File: src/rtl/sobel_pkg.sv
// Shared definitions for the Sobel pipeline: default frame geometry, derived
// address/row/column widths and the frame sequencer state encoding.
package sobel_pkg;

  localparam int IMG_W = 512;
  localparam int IMG_H = 512;

  // Width needed to hold 0..n-1, never narrower than one bit.
  function automatic int width_of(input int n);
    return (n <= 2) ? 1 : $clog2(n);
  endfunction

  localparam int AW = width_of(IMG_W * IMG_H);
  localparam int RW = width_of(IMG_H);
  localparam int CW = width_of(IMG_W);

  typedef enum logic [1:0] {
    IDLE = 2'd0,
    LOAD = 2'd1,
    COMP = 2'd2,
    DONE = 2'd3
  } state_t;

endpackage

File: src/rtl/sobel_raster_cnt.sv
// Row/column raster counter, column fastest. Holds at the terminal position
// and raises finished once the terminal position itself has been advanced past.
module sobel_raster_cnt #(
  parameter int COLS = 2,
  parameter int ROWS = 2,
  parameter int CW   = 1,
  parameter int RW   = 1
) (
  input  logic          clk,
  input  logic          rst,
  input  logic          clear,
  input  logic          advance,
  output logic [CW-1:0] col,
  output logic [RW-1:0] row,
  output logic          last_col,
  output logic          last,
  output logic          finished
);

  logic last_row;

  assign last_col = (col == CW'(COLS - 1));
  assign last_row = (row == RW'(ROWS - 1));
  assign last     = last_col & last_row;

  always_ff @(posedge clk) begin
    if (rst || clear) begin
      col      <= '0;
      row      <= '0;
      finished <= 1'b0;
    end else if (advance && !finished) begin
      if (last) begin
        finished <= 1'b1;
      end else if (last_col) begin
        col <= '0;
        row <= row + RW'(1);
      end else begin
        col <= col + CW'(1);
      end
    end
  end

endmodule

File: src/rtl/sobel_frame_ctrl.sv
// Frame sequencer: loads a binary image into frame RAM, issues 3x3 window
// origins to the kernel and forwards edge bits to the writer with row/frame markers.
module sobel_frame_ctrl
  import sobel_pkg::*;
#(
  parameter int  IMG_W = sobel_pkg::IMG_W,
  parameter int  IMG_H = sobel_pkg::IMG_H,
  localparam int AW    = width_of(IMG_W * IMG_H),
  localparam int RW    = width_of(IMG_H),
  localparam int CW    = width_of(IMG_W)
) (
  input  logic          clk,
  input  logic          rst,
  input  logic          start,
  output logic          busy,
  output logic          done,
  input  logic          in_valid,
  output logic          in_ready,
  input  logic          in_pix,
  output logic          mem_we,
  output logic [AW-1:0] mem_waddr,
  output logic          mem_wdata,
  output logic          win_valid,
  input  logic          win_ready,
  output logic [RW-1:0] win_row,
  output logic [CW-1:0] win_col,
  input  logic          k_valid,
  output logic          k_ready,
  input  logic          k_edge,
  output logic          out_valid,
  input  logic          out_ready,
  output logic          out_bit,
  output logic          out_eol,
  output logic          out_eof,
  output state_t        state
);

  // Handshakes: a transfer happens in any cycle where valid and ready are both
  // high at the rising edge; valid never waits on ready, and payload is held
  // stable by the sender until the transfer completes.

  localparam int NPIX = IMG_W * IMG_H;
  localparam int OW   = IMG_W - 2;
  localparam int OH   = IMG_H - 2;

  logic [AW-1:0] load_cnt;
  logic          comp;
  logic          clear;
  logic          load_fire;
  logic          load_last;
  logic          win_fire;
  logic          res_fire;
  logic          iss_finished;
  logic          iss_last_col;
  logic          iss_last;
  logic [RW-1:0] res_row;
  logic [CW-1:0] res_col;
  logic          res_last_col;
  logic          res_last;
  logic          res_finished;
  logic          unused_cnt;

  assign comp  = (state == COMP);
  assign clear = (state == IDLE) && start;

  // Frame RAM write port is a direct decode of the pixel handshake.
  assign load_fire = in_ready & in_valid;
  assign load_last = (load_cnt == AW'(NPIX - 1));
  assign mem_we    = load_fire;
  assign mem_waddr = load_cnt;
  assign mem_wdata = in_pix;

  assign win_valid = comp & ~iss_finished;
  assign win_fire  = win_valid & win_ready;

  // Result path is a combinational passthrough, only opened in COMP.
  assign out_valid = comp & ~res_finished & k_valid;
  assign k_ready   = comp & ~res_finished & out_ready;
  assign out_bit   = comp & k_edge;
  assign out_eol   = comp & res_last_col;
  assign out_eof   = comp & res_last;
  assign res_fire  = out_valid & out_ready;

  assign unused_cnt = ^{iss_last_col, iss_last, res_row, res_col};

  sobel_raster_cnt #(
    .COLS(OW),
    .ROWS(OH),
    .CW  (CW),
    .RW  (RW)
  ) u_issue_cnt (
    .clk     (clk),
    .rst     (rst),
    .clear   (clear),
    .advance (win_fire),
    .col     (win_col),
    .row     (win_row),
    .last_col(iss_last_col),
    .last    (iss_last),
    .finished(iss_finished)
  );

  sobel_raster_cnt #(
    .COLS(OW),
    .ROWS(OH),
    .CW  (CW),
    .RW  (RW)
  ) u_result_cnt (
    .clk     (clk),
    .rst     (rst),
    .clear   (clear),
    .advance (res_fire),
    .col     (res_col),
    .row     (res_row),
    .last_col(res_last_col),
    .last    (res_last),
    .finished(res_finished)
  );

  always_ff @(posedge clk) begin
    if (rst) begin
      state    <= IDLE;
      busy     <= 1'b0;
      done     <= 1'b0;
      in_ready <= 1'b0;
      load_cnt <= '0;
    end else begin
      case (state)
        IDLE: begin
          done <= 1'b0;
          if (start) begin
            state    <= LOAD;
            busy     <= 1'b1;
            in_ready <= 1'b1;
            load_cnt <= '0;
          end
        end
        LOAD: begin
          if (load_fire) begin
            // The terminal address is kept rather than wrapped past.
            if (load_last) begin
              state    <= COMP;
              in_ready <= 1'b0;
            end else begin
              load_cnt <= load_cnt + AW'(1);
            end
          end
        end
        COMP: begin
          if (res_fire && res_last) begin
            state <= DONE;
            busy  <= 1'b0;
            done  <= 1'b1;
          end
        end
        DONE: begin
          state <= IDLE;
          done  <= 1'b0;
        end
        default: begin
          state    <= IDLE;
          busy     <= 1'b0;
          done     <= 1'b0;
          in_ready <= 1'b0;
        end
      endcase
    end
  end

endmodule
File: config.mk
export PLATFORM = sky130hd
export DESIGN_NAME = sobel_frame_ctrl
export DESIGN_NICKNAME = d
export VERILOG_FILES = /design/src/rtl/sobel_pkg.sv /design/src/rtl/sobel_raster_cnt.sv /design/src/rtl/sobel_frame_ctrl.sv
export SDC_FILE = /design/constraint.sdc
export NUM_CORES = 1
export LEC_CHECK = 0
export CORE_MARGIN = 2
export CORE_UTILIZATION = 30
export CTS_CLUSTER_DIAMETER = 80
export DETAILED_ROUTE_END_ITERATION = 8
export PLACE_DENSITY_LB_ADDON = 0.25
export RECOVER_POWER = 50
export SLEW_MARGIN = 30
export SYNTH_ARGS = -nofsm -noshare
export SYNTH_HDL_FRONTEND = slang
export SYNTH_SLANG_ARGS = --single-unit
File: constraint.sdc
create_clock -name clk -period 2.3 [get_ports clk]
set_input_delay 0.23 -clock clk [delete_from_list [all_inputs] [get_ports clk]]
set_output_delay 0.23 -clock clk [all_outputs]
set_load 0.02 [all_outputs]
==> flow_summary.toml <==
[run]
drv_cap = 0

[yosys]
syn_inst = 397
synth_cell_types = 56
synth_edf_count = 0
ys.warnings.count = 0
synthFlopType = "dfxtp_1"
yosysSeqAreaShare_pct = 36.62
synth_area_mm2 = 0.003334
ys_ff_latch = 61
syn_nets = 420
avgSynthCellArea_um2 = 8.399
async_flop_share_pct = 0

[floorplan]
die_area_mm2 = 0.01197
start_util_pct = 30.76
fp.coreArea_mm2 = 0.01084
die_x_um = 109.4
boundaryPins = 58
num_rows = 38
fp.dieH_um = 109.4

[global_routing]
first_global_vias = 2913
antenna_found_initial = 0
grt_max_degree = 25
grt_pass1_wl_um = 14110
gr-total-overflow = 0
grt_use_total_pct = 15.13

[cells_and_area]
n_fill_cell = 1124
final_cell_count_no_fill = 615
final_cell_mix = "dfxtp_1, nor2_1, dlygate4sd3_1"
drive_gt1_share_pct = 9.474
nets = 493
antenna_cells = 0
final_common_cell = "dfxtp_1"
syn2layout_area_growth_pct = 30.47

[sta]
fin_crit_sh_pct = 94.73
clock.fmax_mhz = 459.0
holdWs_ns = 0.4602
clock-skew-final_ns = 0.01125
hold_viol_final = 0
slew_violations = 0
min_period_ns = 2.179
max_slew_margin_pct = 62.34
setup_viol = 0
setup_tns_ns = 0
worst_pin_slew_ns = 0.5598
rsz0062_at_grt = "false"

[critical_path]
worstSetupPathType = "reg2reg"
critPathRequiredTime_ns = 2.56
rr_startpoint = "u_result_cnt.col[0]$_SDFFE_PP0P_"
reg2regPathDepth = 7
worstSetupEndpointType = "flop"
arrival_ns = 2.44
worst_r2r_endpoint = "state[0]$_SDFFE_PP0P_"
cp_max_fo = 5
cp-startpoint = "u_result_cnt.col[0]$_SDFFE_PP0P_"
r2r_slack_ns = 0.12
worstSetupStartpointType = "flop"
crit_end = "state[0]$_SDFFE_PP0P_"

[routing]
firstDrtPassIters = 4
drt_iter0_markers = 140
post_drt_wl_per_cell_um = 13.96
viasPerCell = 5.115
antenna_left = 0
drt-total-wl_um = 8588
num_vias = 3146
drc = 0

[clocking]
numCtsBuffers = 9
root_buffer = "clkbuf_8"
clk_latency_ns = 0.36
cts_tree = "yes"
clk_path_buf_depth = 2
clkTransAtPathRegs_ns = 0.08
cts-htree-levels = 3
clock-sinks = 61
cts_hold_buffers = 0

[power_and_ir_drop]
p_per_area_mw_per_mm2 = 743.3
ir_drop_mv = 0.2810
p_leak_nw = 1.680

[hold_path]
min_from = "in_pix"
hold_class = "in2out"

[run_status]
outcome = "complete, no violations"

[place]
dpl.cell_count = 598
hpwl_um = 6274
port_buffers = 55
gp_congestion = 0.8174
power by group:
part           internal [mW]  switching [mW]
Combinational          0.415           0.633
Sequential              1.11          0.0504
Clock                  0.583           0.443
Total                   2.11            1.13
kinds of logic (layout without fill, tap and decap cells):
kind of cell	Yosys count	count (layout)	synth area share [%]
and+or+nand+nor	193	193	32.19
AOI/OAI and AO/OA	75	75	15.16
DFF	61	61	36.62
xor gates and xnor gates	28	28	7.355
buffers and inverters	24	102	2.814
adders and majority gates	14	14	5.253
muxes	2	2	0.6004
sequential cells by signal (all words and copies together) (netlist names):
name / count
u_result_cnt.finished: 1
mem_waddr: 18
done: 1
u_issue_cnt.finished: 1
u_result_cnt.row: 9
u_issue_cnt.col: 9
u_result_cnt.col: 9
in_ready: 1
state: 2
busy: 1
u_issue_cnt.row: 9
critical path, cell delays in order, from the launching register on:
cell and delay [ns]:
dfxtp_1 0.39, ha_1 0.17, nand4_1 0.16, nor4_4 0.33, buf_4 0.19, a31oi_2 0.14, or3_4 0.41, a221oi_2 0.28
stage by stage:
step	setup slack, ns	cell area, um^2	power (mW)	utilization (%)
after detailed placement	0.08064	4146	2.259	38.25
after global placement	0.1893	4146	2.263	38.25
final	0.1213	4350	3.233	40.13
after floorplan	0.07209	3334	1.824	-
after global routing	0.002919	4350	3.410	40.13
after CTS	0.01613	4360	3.290	40.22
Yosys cell counts, drive strengths merged, types with 6 or more instances:
master | instances | area [um^2]
o21ai | 18 | 90.09
nor3 | 9 | 55.05
a21oi | 17 | 85.08
nand4 | 20 | 131.4
xnor2 | 13 | 113.9
ha | 14 | 175.2
and2 | 9 | 56.31
inv | 12 | 45.04
nor2 | 46 | 172.7
nand3 | 17 | 85.08
clkbuf | 11 | 41.29
or3 | 8 | 55.05
and3 | 10 | 62.56
xor2 | 15 | 131.4
dfxtp | 61 | 1221
nand2b | 10 | 62.56
nand2 | 30 | 112.6
and4 | 8 | 70.07
a211oi | 6 | 50.05
nor4 | 10 | 83.83
a31oi | 10 | 68.81
metal layers:
metal  part of all wire (%)  routed length [um]  track usage, %  vias to the layer above
met5                      0                   0               0                        -
met1                     47                4076           19.99                     1459
li1                       -                   -               -                     1601
met4                    2.0                 171           7.505                        0
met2                     45                3884           22.71                       73
met3                    5.3                 455           3.972                       13
area by class of cell:
cell class | count | area (um^2) | share of cell area [%]
Inverter | 12 | 45.04 | 1.035
Sequential cell | 61 | 1221 | 28.07
Tap cell | 140 | 175.2 | 4.026
Timing Repair Buffer | 74 | 683.2 | 15.70
Clock inverter | 4 | 45.04 | 1.035
Clock buffer | 12 | 165.2 | 3.796
Multi-Input combinational cell | 312 | 2016 | 46.33
how the worst min path moves through the flow:
stage	slack [ns]	end	cells after the start
finish	0.46	mem_wdata	0
detailed placement	0.46	mem_wdata	0
CTS	0.46	mem_wdata	0
global route	0.46	mem_wdata	0
floorplan	0.38	u_result_cnt.finished$_SDFFE_PP0P_	2
global placement	0.46	mem_wdata	0
timing repair:
item	CTS	global route
pin swaps	1	1
setup buffers	1	0
gates cloned	0	0
resized for setup	3	4
endpoints found under the setup margin	3	4
(Power assumes the default switching activity.)
